## src/rtl/s2mm_frame_streamer_if.sv

```systemverilog
// AXI-Stream link from the frame streamer into the S2MM FIFO slave port.
interface s2mm_frame_streamer_if #(
  parameter int unsigned DATA_WIDTH = 16
);

  logic [DATA_WIDTH-1:0] tdata;
  logic                  tvalid;
  logic                  tlast;
  logic                  tready;

  // Streamer side drives payload and valid, sink returns ready.
  modport master (
    output tdata,
    output tvalid,
    output tlast,
    input  tready
  );

  // FIFO side of the same link.
  modport slave (
    input  tdata,
    input  tvalid,
    input  tlast,
    output tready
  );

endinterface

```

## src/rtl/s2mm_frame_streamer.sv

```systemverilog
// S2MM transmit side: reads one frame from the output buffer (1-cycle read
// latency) and streams it as AXI-Stream with tlast on the final word. A
// 2-entry skid absorbs backpressure while sustaining 1 word/cycle.
module s2mm_frame_streamer #(
  parameter int unsigned DATA_WIDTH = 16,
  parameter int unsigned ADDR_WIDTH = 10,
  parameter int unsigned LEN_WIDTH  = 10
) (
  input  logic                  aclk,
  input  logic                  rst,
  input  logic                  start,
  input  logic [ADDR_WIDTH-1:0] base_addr,
  input  logic [LEN_WIDTH-1:0]  frame_len,
  output logic                  busy,
  output logic                  done,
  output logic [LEN_WIDTH-1:0]  words_sent,
  output logic                  buf_rd_en,
  output logic [ADDR_WIDTH-1:0] buf_rd_addr,
  input  logic [DATA_WIDTH-1:0] buf_rd_data,
  s2mm_frame_streamer_if.master m
);

  localparam int unsigned CNT_WIDTH = 2;
  localparam int unsigned OCC_WIDTH = 3;

  typedef enum logic [1:0] {
    ST_IDLE   = 2'd0,
    ST_STREAM = 2'd1,
    ST_DONE   = 2'd2
  } state_t;

  state_t                state_q;
  logic                  busy_q;
  logic                  done_q;
  logic [LEN_WIDTH-1:0]  words_q;
  logic [LEN_WIDTH-1:0]  len_q;
  logic [LEN_WIDTH-1:0]  rd_rem_q;
  logic [ADDR_WIDTH-1:0] addr_q;

  // Read pipeline: push_q marks that buf_rd_data carries a word this cycle.
  logic                  push_q;
  logic                  push_last_q;

  // Skid storage: entry 0 is the head presented on the stream.
  logic [CNT_WIDTH-1:0]  cnt_q,  cnt_d;
  logic [DATA_WIDTH-1:0] d0_q,   d0_d;
  logic [DATA_WIDTH-1:0] d1_q,   d1_d;
  logic                  l0_q,   l0_d;
  logic                  l1_q,   l1_d;
  logic                  valid_q;

  logic                  pop_c;
  logic                  rd_fire_c;
  logic                  rd_last_c;
  logic [OCC_WIDTH-1:0]  occ_c;

  // Read issue: only when the word is guaranteed a skid slot on return.
  always_comb begin
    pop_c     = valid_q & m.tready;
    occ_c     = OCC_WIDTH'(cnt_q) + OCC_WIDTH'(push_q) - OCC_WIDTH'(pop_c);
    rd_fire_c = 1'b0;
    if (!rst && (state_q == ST_STREAM) && (rd_rem_q != '0) &&
        (occ_c < OCC_WIDTH'(2))) begin
      rd_fire_c = 1'b1;
    end
    rd_last_c = rd_fire_c & (rd_rem_q == LEN_WIDTH'(1));
  end

  // Skid next-state: push from the buffer, pop on handshake, both keeps count.
  always_comb begin
    cnt_d = cnt_q;
    d0_d  = d0_q;
    d1_d  = d1_q;
    l0_d  = l0_q;
    l1_d  = l1_q;
    case ({push_q, pop_c})
      2'b10: begin
        if (cnt_q == CNT_WIDTH'(0)) begin
          d0_d = buf_rd_data;
          l0_d = push_last_q;
        end else begin
          d1_d = buf_rd_data;
          l1_d = push_last_q;
        end
        cnt_d = cnt_q + CNT_WIDTH'(1);
      end
      2'b01: begin
        d0_d  = d1_q;
        l0_d  = l1_q;
        l1_d  = 1'b0;
        cnt_d = cnt_q - CNT_WIDTH'(1);
      end
      2'b11: begin
        if (cnt_q == CNT_WIDTH'(1)) begin
          d0_d = buf_rd_data;
          l0_d = push_last_q;
        end else begin
          d0_d = d1_q;
          l0_d = l1_q;
          d1_d = buf_rd_data;
          l1_d = push_last_q;
        end
      end
      default: begin
      end
    endcase
  end

  // Skid and read-return registers.
  always_ff @(posedge aclk) begin
    if (rst) begin
      push_q      <= 1'b0;
      push_last_q <= 1'b0;
      cnt_q       <= '0;
      d0_q        <= '0;
      d1_q        <= '0;
      l0_q        <= 1'b0;
      l1_q        <= 1'b0;
      valid_q     <= 1'b0;
    end else begin
      push_q      <= rd_fire_c;
      push_last_q <= rd_last_c;
      cnt_q       <= cnt_d;
      d0_q        <= d0_d;
      d1_q        <= d1_d;
      l0_q        <= l0_d;
      l1_q        <= l1_d;
      valid_q     <= (cnt_d != '0);
    end
  end

  // Frame control FSM with registered status outputs.
  always_ff @(posedge aclk) begin
    if (rst) begin
      state_q  <= ST_IDLE;
      busy_q   <= 1'b0;
      done_q   <= 1'b0;
      words_q  <= '0;
      len_q    <= '0;
      rd_rem_q <= '0;
      addr_q   <= '0;
    end else begin
      done_q <= 1'b0;
      case (state_q)
        ST_IDLE: begin
          if (start) begin
            words_q <= '0;
            len_q   <= frame_len;
            if (frame_len != '0) begin
              state_q  <= ST_STREAM;
              busy_q   <= 1'b1;
              addr_q   <= base_addr;
              rd_rem_q <= frame_len;
            end else begin
              state_q <= ST_DONE;
              done_q  <= 1'b1;
            end
          end
        end
        ST_STREAM: begin
          if (rd_fire_c) begin
            addr_q   <= addr_q + ADDR_WIDTH'(1);
            rd_rem_q <= rd_rem_q - LEN_WIDTH'(1);
          end
          if (pop_c && (words_q != len_q)) begin
            words_q <= words_q + LEN_WIDTH'(1);
          end
          if (pop_c && l0_q) begin
            state_q <= ST_DONE;
            busy_q  <= 1'b0;
            done_q  <= 1'b1;
          end
        end
        ST_DONE: begin
          state_q <= ST_IDLE;
        end
        default: begin
          state_q <= ST_IDLE;
        end
      endcase
    end
  end

  assign busy        = busy_q;
  assign done        = done_q;
  assign words_sent  = words_q;
  assign buf_rd_en   = rd_fire_c;
  assign buf_rd_addr = addr_q;
  assign m.tdata     = d0_q;
  assign m.tvalid    = valid_q;
  assign m.tlast     = l0_q & valid_q;

endmodule

```

## src/flat_wrapper.sv

```systemverilog
// flat-port wrapper written by rule: the top's interface ports become plain ports
module s2mm_frame_streamer_flat 
#(
  parameter int unsigned DATA_WIDTH = 16,
  parameter int unsigned ADDR_WIDTH = 10,
  parameter int unsigned LEN_WIDTH  = 10
)
  (aclk, rst, start, base_addr, frame_len, busy, done, words_sent, buf_rd_en, buf_rd_addr, buf_rd_data, m_tdata, m_tvalid, m_tlast, m_tready);
  s2mm_frame_streamer_if #(.DATA_WIDTH(DATA_WIDTH)) m_i ();
  input  logic aclk;
  input  logic rst;
  input  logic start;
  input  logic [ADDR_WIDTH-1:0] base_addr;
  input  logic [LEN_WIDTH-1:0] frame_len;
  output logic busy;
  output logic done;
  output logic [LEN_WIDTH-1:0] words_sent;
  output logic buf_rd_en;
  output logic [ADDR_WIDTH-1:0] buf_rd_addr;
  input  logic [DATA_WIDTH-1:0] buf_rd_data;
  output wire logic [$bits(m_i.tdata)-1:0] m_tdata;
  output wire logic [$bits(m_i.tvalid)-1:0] m_tvalid;
  output wire logic [$bits(m_i.tlast)-1:0] m_tlast;
  input wire logic [$bits(m_i.tready)-1:0] m_tready;
  assign m_tdata = m_i.tdata;
  assign m_tvalid = m_i.tvalid;
  assign m_tlast = m_i.tlast;
  assign m_i.tready = m_tready;
  s2mm_frame_streamer #(.DATA_WIDTH(DATA_WIDTH), .ADDR_WIDTH(ADDR_WIDTH), .LEN_WIDTH(LEN_WIDTH)) u_core (.aclk(aclk), .rst(rst), .start(start), .base_addr(base_addr), .frame_len(frame_len), .busy(busy), .done(done), .words_sent(words_sent), .buf_rd_en(buf_rd_en), .buf_rd_addr(buf_rd_addr), .buf_rd_data(buf_rd_data), .m(m_i));
endmodule
```

## config.mk

```make
export PLATFORM = sky130hd
export DESIGN_NAME = s2mm_frame_streamer_flat
export DESIGN_NICKNAME = d
export VERILOG_FILES = /design/src/rtl/s2mm_frame_streamer_if.sv /design/src/rtl/s2mm_frame_streamer.sv /design/src/flat_wrapper.sv
export SDC_FILE = /design/constraint.sdc
export NUM_CORES = 1
export LEC_CHECK = 0
export CELL_PAD_IN_SITES_DETAIL_PLACEMENT = 0
export CELL_PAD_IN_SITES_GLOBAL_PLACEMENT = 1
export CORE_ASPECT_RATIO = 0.8
export CORE_MARGIN = 8
export CORE_UTILIZATION = 38
export DETAILED_ROUTE_END_ITERATION = 12
export GPL_TIMING_DRIVEN = 0
export PLACE_DENSITY_LB_ADDON = 0.3
export SYNTH_ARGS = -nofsm -noshare
export SYNTH_HDL_FRONTEND = slang
export SYNTH_SLANG_ARGS = --single-unit
```

## constraint.sdc

```tcl
create_clock -name aclk -period 3.5 [get_ports aclk]
set_clock_uncertainty 0.15 [all_clocks]
set_input_delay 0.525 -clock aclk [delete_from_list [all_inputs] [get_ports aclk]]
set_output_delay 0.525 -clock aclk [all_outputs]
set_load 0.01 [all_outputs]
```

==> impl_results.md, run 1 <==
* Final antenna-violating net count at 0
* Required @ worst endpoint at 2.82 ns
* Num ports at 81
* Fillers at 997
* Port Buf Inserts at 79
* Starting DRT DRC Count at 308
* Yosys cell types at 54
* Clock sinks at 83
* Clk root buf: clkbuf_16
* CP Max Fanout at 5
* Number of vias per cell at 5.452
* Family with the most delay on the worst path: buffers and inverters
* Final Cell Area at 5366 um2
* CP Capture Type: primary output
* Total Neg Setup Slack at 0 ns
* Syn Inst Count at 499
* Clock buffer count from CTS at 9
* CORE AREA at 10280 um2
* Final Slew Violations at 0
* Slowest CP cell: clkdlybuf4s50_1
* Post-synthesis mux area share at 0.7442%
* Insertion delay to the later sink of the worst-skew pair at 0.34 ns
* Die X at 131.2 um
* Vias in the first global route at 3965
* Critical path class: input pin to primary output
* Worst hold-check path type: flop to flop
* DRC Markers at 0
* Gp weighted congestion at 0.8995
* H-tree depth at 3
* Max-slew headroom at 37.89%
* Die Height at 108.2 um
* Netlist Area Pre-Place at 4035 um2
* Period minus WS final at 3.371 ns
* Seq. cell area at 1662 um2
* Arrival @ worst endpoint at 2.70 ns
* # setup viols final at 0
* Hold buffers post-CTS at 0
* Final Cycle Share at 96.31%
* Setup ws final at 0.1290 ns
* Worst slew pin tran at 0.9238 ns
* Lkg Pwr at 1.815 nW
* Syn Area/Cell at 8.086 um2
* Via count at 4007
* Commonest non-fill, non-tap cells in the layout: nand2_1, dfxtp_1, clkdlybuf4s50_1
* Multi-input gate area at 2220 um2
* Global-route wire length before repair at 20450 um
* Seq/Total Area, Yosys at 41.18%
* Main flop type after synthesis: dfxtp_1
* Final WL at 12400 um
* IR drop worst, VDD at 0.2648 mV
* Maximum clock rate at 0.2967 GHz
* Synth async-reset ratio at 0%
* Simple-gate share of the synthesized area at 22.42%
* Mapped Nets at 551
* Final nets at 642
* Tot GR Track Use at 17.50%
* DP Area at 5001 um2
* Initial antenna violation count at 0
* DPL Wire Length at 9188 um
* Main combinational cell family by area after synthesis: compound AO/OA/AOI/OAI gates
* Grt total ovfl at 0
* Critical path's largest stage delay at 0.52 ns
* Pwr/cell area at 499.5 nW/um2
* Commonest non-fill, non-tap cell in the layout: nand2_1
* Unrepaired setup endpoints after global routing: no
* Starting Density at 39.25%
* DRT Pass-1 Iters at 4
* Syn. warnings at 0
* TritonCTS clock tree: yes
* Largest net degree at the start of global routing at 16
* Layout cell share with drive strength beyond 1 at 7.395%
* Hold_ws at 0.3060 ns
* Die ar. at 14190 um2
* Status: completed
* Max-cap violations at 0
* Buf/Inv on CP at 3
* Max Buffers Root-to-Sink at 2
* Compound-Gate Fraction of Synth Area at 24.59%
* Final Hold Vio Count at 0
* Area share of fa/ha/maj cells after synthesis at 3.907%
* Crit-path cells: clkdlybuf4s50_1 -> nand2_2 -> inv_2 -> ha_4 -> nand2b_4 -> fa_2 -> xnor2_2 -> nand4_1 -> a31oi_2 -> buf_2
* Row count at 33
* Post-synthesis xor/xnor area fraction at 2.388%
* Worst Setup Start Kind: input pin
* Number of antenna diodes at 0
* WL per Instance at 16.87 um
* Worst slack at placement at -0.5380 ns
* Fin util at 52.20%
* EDFF count, synth at 0
* Clk slew on worst S/H paths at 0.06 ns
* Area grow syn2layout at 32.99%
* #FFs+latches synth at 83
==> worst register-to-register path: stages (launching register included) <==
cell      delay, ns
dfxtp_1        0.38
nand2_2        0.09
inv_2          0.08
ha_4           0.21
nand2b_4       0.14
fa_2           0.36
xnor2_2        0.18
a41o_1         0.22
o311a_1        0.19
buf_6          0.15
buf_8          0.15
a21oi_1        0.08
a211oi_2       0.20
==> Yosys cell counts (2+ instances only) <==
library cell	count	area, um2
o31a_1	2	17.52
clkbuf_1	25	93.84
o21ai_1	2	10.01
o32ai_1	4	35.03
or4b_2	2	20.02
o31ai_1	2	15.01
inv_1	12	45.04
o21ai_0	18	90.09
mux2i_1	3	30.03
or4_1	4	30.03
or3_1	7	43.79
xnor2_1	11	96.34
nand2_1	86	322.8
a311oi_2	2	30.03
nand4_1	8	50.05
a21oi_1	58	290.3
and3_1	2	12.51
nor3_1	19	95.09
a22oi_1	20	150.1
buf_1	3	11.26
a31o_2	6	52.55
a211oi_1	18	135.1
nor4_1	6	37.54
nor2_1	31	116.4
ha_1	11	137.6
nand3_1	14	70.07
nand2b_1	3	18.77
nor3b_1	5	37.54
a31oi_1	8	50.05
dfxtp_1	83	1662
==> where the power goes <==
group          leakage [nW]  total (mW)  switching (mW)  internal, mW
combinational         0.981       0.564           0.306         0.258
sequential            0.677        1.08          0.0665          1.02
clock                 0.157        1.03           0.400         0.631
total                  1.81        2.68           0.773          1.91
==> what timing repair did <==
action / 4_1_cts / 5_1_grt
cloned: 0 / 0
setup buffers: 1 / 0
resized for setup: 8 / 3
pin swaps: 3 / 1
setup endpoints to repair: 1 / 1
==> registers in the layout, indices dropped and copies added, names as in the netlist <==
register	cells
u_core.push_q	1
u_core.state_q	2
u_core.l0_q	1
u_core.words_sent	10
u_core.buf_rd_addr	10
u_core.push_last_q	1
u_core.rd_rem_q	10
u_core.d1_q	16
u_core.done	1
u_core.l1_q	1
u_core.m.tvalid	1
u_core.cnt_q	2
u_core.busy	1
u_core.len_q	10
u_core.m.tdata	16
==> metal layers <==
metal  global-route usage [%]  share of wire (%)  vias up  wire length (um)
li1                         -                  -     1995                 -
met1                    23.19                 50     1910              6236
met4                    4.384               0.77        0                96
met5                        0                  0        -                 0
met3                    4.727                5.1        8               632
met2                    27.80                 44       94              5438
==> final cells by class <==
class,instances,area share (%)
Multi-Input combinational cell,371,41.36
Sequential cell,83,30.96
Timing Repair Buffer,80,14.78
Clock buffer,9,4.197
Tap cell,140,3.264
Buffer,32,2.681
Clock inverter,7,1.842
Inverter,13,0.9093
==> per-stage QoR <==
stage | power, mW | instances
final | 2.680 | 735
after global routing | 2.801 | 735
after CTS | 2.692 | 735
after detailed placement | 1.661 | 718
after global placement | 1.653 | 718
after floorplan | 1.429 | 499
==> worst paths after layout <==
check,slack (ns),from,cells after the start,end
max,0.13,m_tready,10,buf_rd_en
min,0.31,u_core.d1_q[1],2,u_core.d1_q[1]
max reg2reg,0.83,u_core.m.tvalid,12,u_core.buf_rd_addr[6]
min reg2reg,0.31,u_core.d1_q[1],2,u_core.d1_q[1]
==> logic make-up (layout without fill, tap and decap cells) <==
group	after synthesis	after routing
AO/OA/AOI/OAI	152	152
buffers and inverters	45	141
flip-flops	83	83
adder cells (fa/ha/maj)	12	12
AND/OR/NAND/NOR	193	193
XOR/XNOR	11	11
multiplexers	3	3
Note: power is estimated with default switching activity, not from simulation.
==> inputs of run 2 (changes only) <==
--- a/constraint.sdc
+++ b/constraint.sdc
@@ -3,3 +3,3 @@
 set_input_delay 0.525 -clock aclk [delete_from_list [all_inputs] [get_ports aclk]]
 set_output_delay 0.525 -clock aclk [all_outputs]
-set_load 0.01 [all_outputs]
+set_load 0.02 [all_outputs]
==> run 2 against run 1 <==
  * Count of clock-buffer cells in the layout unchanged
  * Core utilization up 0.15 points
  * Clock power about the same
  * Non-clock buffer count unchanged
  * First-iteration DRC count fell by 3.6%
  * Maximum frequency up 0.16%
  * Critical endpoint unchanged
  * Wire length is 0.12% higher
  * Total power rose by 1.2%
  * Final area increased by 0.28%
  * Via count up 0.15%
  * Sequential power is essentially flat
  * Combinational power is 5.9% higher
  * Highest routed layer unchanged
==> impl_results.md, run 2 (same netlist as run 1, synthesis figures left out) <==
* Status: completed (unchanged)
* Buf/Inv on CP at 3 (unchanged)
* Hold EP: u_core.d1_q[5] (was u_core.d1_q[1])
* Port Buf Inserts at 79 (unchanged)
* Die ar. at 14190 um2 (unchanged)
* Hold_ws at 0.3057 ns (was 0.3060 ns)
* FF-to-FF Start: u_core.m.tvalid (unchanged)
* Unrepaired setup endpoints after global routing: no (unchanged)
* Worst slew pin tran at 0.8999 ns (was 0.9238 ns)
* Layout cell share with drive strength beyond 1 at 7.395% (unchanged)
* RR Endpoint: u_core.buf_rd_addr[0] (was u_core.buf_rd_addr[6])
* Worst slack at placement at -0.6058 ns (was -0.5380 ns)
* Clk slew on worst S/H paths at 0.06 ns (about the same)
* Register-to-register setup slack at 0.83 ns (about the same)
* Hold Path Depth at 2 (unchanged)
* # setup viols final at 0 (unchanged)
* Via count at 4013 (was 4007)
* Hold Path Origin: u_core.d1_q[5] (was u_core.d1_q[1])
* Critical path's largest stage delay at 0.52 ns (about the same)
* Starting Density at 39.25% (unchanged)
* Lkg Pwr at 1.816 nW (was 1.815 nW)
* Pwr/cell area at 504.3 nW/um2 (was 499.5 nW/um2)
* Maximum clock rate at 0.2971 GHz (was 0.2967 GHz)
* Die Height at 108.2 um (unchanged)
* WL per Instance at 16.90 um (was 16.87 um)
* Initial antenna violation count at 0 (unchanged)
* Row count at 33 (unchanged)
* Layout Cells excl Fill at 735 (unchanged)
* Max-cap violations at 0 (unchanged)
* Vias in the first global route at 3965 (unchanged)
* Clk root buf: clkbuf_16 (unchanged)
* Hold buffers post-CTS at 0 (unchanged)
* Number of antenna diodes at 0 (unchanged)
* Arrival @ worst endpoint at 2.69 ns (was 2.70 ns)
* Final antenna-violating net count at 0 (unchanged)
* Final WL at 12420 um (was 12400 um)
* Final Cycle Share at 96.16% (was 96.31%)
* Max Buffers Root-to-Sink at 2 (unchanged)
* Clock sinks at 83 (unchanged)
* Clock buffer count from CTS at 9 (unchanged)
* Slowest CP cell: clkdlybuf4s50_1 (unchanged)
* # placed instances at 718 (unchanged)
* DRC Markers at 0 (unchanged)
* CP Capture Type: primary output (unchanged)
* Commonest non-fill, non-tap cell in the layout: nand2_1 (unchanged)
* H-tree depth at 3 (unchanged)
* Largest net degree at the start of global routing at 16 (unchanged)
* Family with the most delay on the worst path: buffers and inverters (unchanged)
* CORE AREA at 10280 um2 (unchanged)
* Final Cell Area at 5381 um2 (was 5366 um2)
* Num ports at 81 (unchanged)
* Fin util at 52.34% (was 52.20%)
* Worst Reg-to-Reg Cells at 12 (unchanged)
* Final nets at 642 (unchanged)
* Starting DRT DRC Count at 297 (was 308)
* Required @ worst endpoint at 2.82 ns (about the same)
* Insertion delay to the later sink of the worst-skew pair at 0.34 ns (about the same)
* Critical path class: input pin to primary output (unchanged)
* Crit-path cells: clkdlybuf4s50_1 -> nand2_2 -> inv_2 -> ha_4 -> nand2b_4 -> fa_2 -> xnor2_2 -> nand4_1 -> a31oi_4 -> buf_6 (was clkdlybuf4s50_1 -> nand2_2 -> inv_2 -> ha_4 -> nand2b_4 -> fa_2 -> xnor2_2 -> nand4_1 -> a31oi_2 -> buf_2)
* Worst Setup Start Kind: input pin (unchanged)
* Die X at 131.2 um (unchanged)
* Number of vias per cell at 5.460 (was 5.452)
* CP Max Fanout at 5 (unchanged)
* TritonCTS clock tree: yes (unchanged)
* DRT Pass-1 Iters at 5 (was 4)
* Tot GR Track Use at 17.50% (unchanged)
* Global-route wire length before repair at 20450 um (unchanged)
* Final Hold Vio Count at 0 (unchanged)
* IR drop worst, VDD at 0.2658 mV (was 0.2648 mV)
* DPL Wire Length at 9188 um (unchanged)
* Period minus WS final at 3.365 ns (was 3.371 ns)
* Worst hold-check path type: flop to flop (unchanged)
* DP Area at 5001 um2 (unchanged)
* Max-slew headroom at 39.49% (was 37.89%)
* Area grow syn2layout at 33.36% (was 32.99%)
* Grt total ovfl at 0 (unchanged)
* Setup ws final at 0.1346 ns (was 0.1290 ns)
* Commonest non-fill, non-tap cells in the layout: nand2_1, dfxtp_1, clkdlybuf4s50_1 (unchanged)
* Final Slew Violations at 0 (unchanged)
* Gp weighted congestion at 0.8995 (unchanged)
[run 2: cell counts in the layout (fill, tap and decap cells not counted)]
No cell type changed its count.
[run 2: worst reg2reg max path, cell delays in order (launching register included)]
cell      delay, ns
dfxtp_1        0.38
nand2_2        0.09
inv_2          0.08
ha_4           0.21
nand2b_4       0.14
fa_2           0.36
xnor2_2        0.18
a41o_1         0.22
o311a_1        0.19
buf_6          0.15
buf_8          0.15
nand3_1        0.09
a31oi_1        0.20
[run 2: worst max-delay path by stage]
stage / slack [ns] / depth (start not counted) / endpoint / start
2_1_floorplan: 0.54 / 8 / buf_rd_en / m_tready
3_3_place_gp: -0.58 / 10 / buf_rd_en / m_tready
4_1_cts: 0.02 / 10 / buf_rd_en / m_tready
5_1_grt: 0.03 / 10 / buf_rd_en / m_tready
6_report: 0.13 / 10 / buf_rd_en / m_tready
3_5_place_dp: -0.61 / 10 / buf_rd_en / m_tready
[run 2: layer usage]
metal,share of wire [%],up-vias,GRT usage (%),wire length [um]
met3,6.5,10,4.727,803
met2,44,122,27.80,5460
li1,-,1996,-,-
met4,0.97,0,4.384,121
met1,49,1885,23.19,6032
met5,0,-,0,0
[run 2: power breakdown]
part | total [mW] | switching [mW] | internal, mW | leakage [nW]
logic | 0.597 | 0.336 | 0.261 | 0.983
registers | 1.08 | 0.0665 | 1.02 | 0.677
clock network | 1.03 | 0.400 | 0.631 | 0.157
total | 2.71 | 0.803 | 1.91 | 1.82
[run 2: through the flow]
stage	TNS, ns	power [mW]
finish	0	2.714
floorplan	0	1.457
global placement	-0.5808	1.680
detailed placement	-0.6364	1.689
global route	0	2.835
CTS	0	2.720
[run 2: layout make-up]
type / count / area, um2
repair buffers: 80 / 799.5
clock inverters: 7 / 98.84
flip-flops and latches: 83 / 1662
multi-input cells: 371 / 2228
fillers: 996 / 4900
plain buffers: 32 / 143.9
clock buffers: 9 / 225.2
well taps: 140 / 175.2
inverters: 13 / 48.80
[run 2: repair_timing]
item,4_1_cts,5_1_grt
setup buffers,1,0
resized for setup,9,5
endpoints found under the setup margin,1,1
endpoints found under the hold margin,0,0
pin swaps,3,1
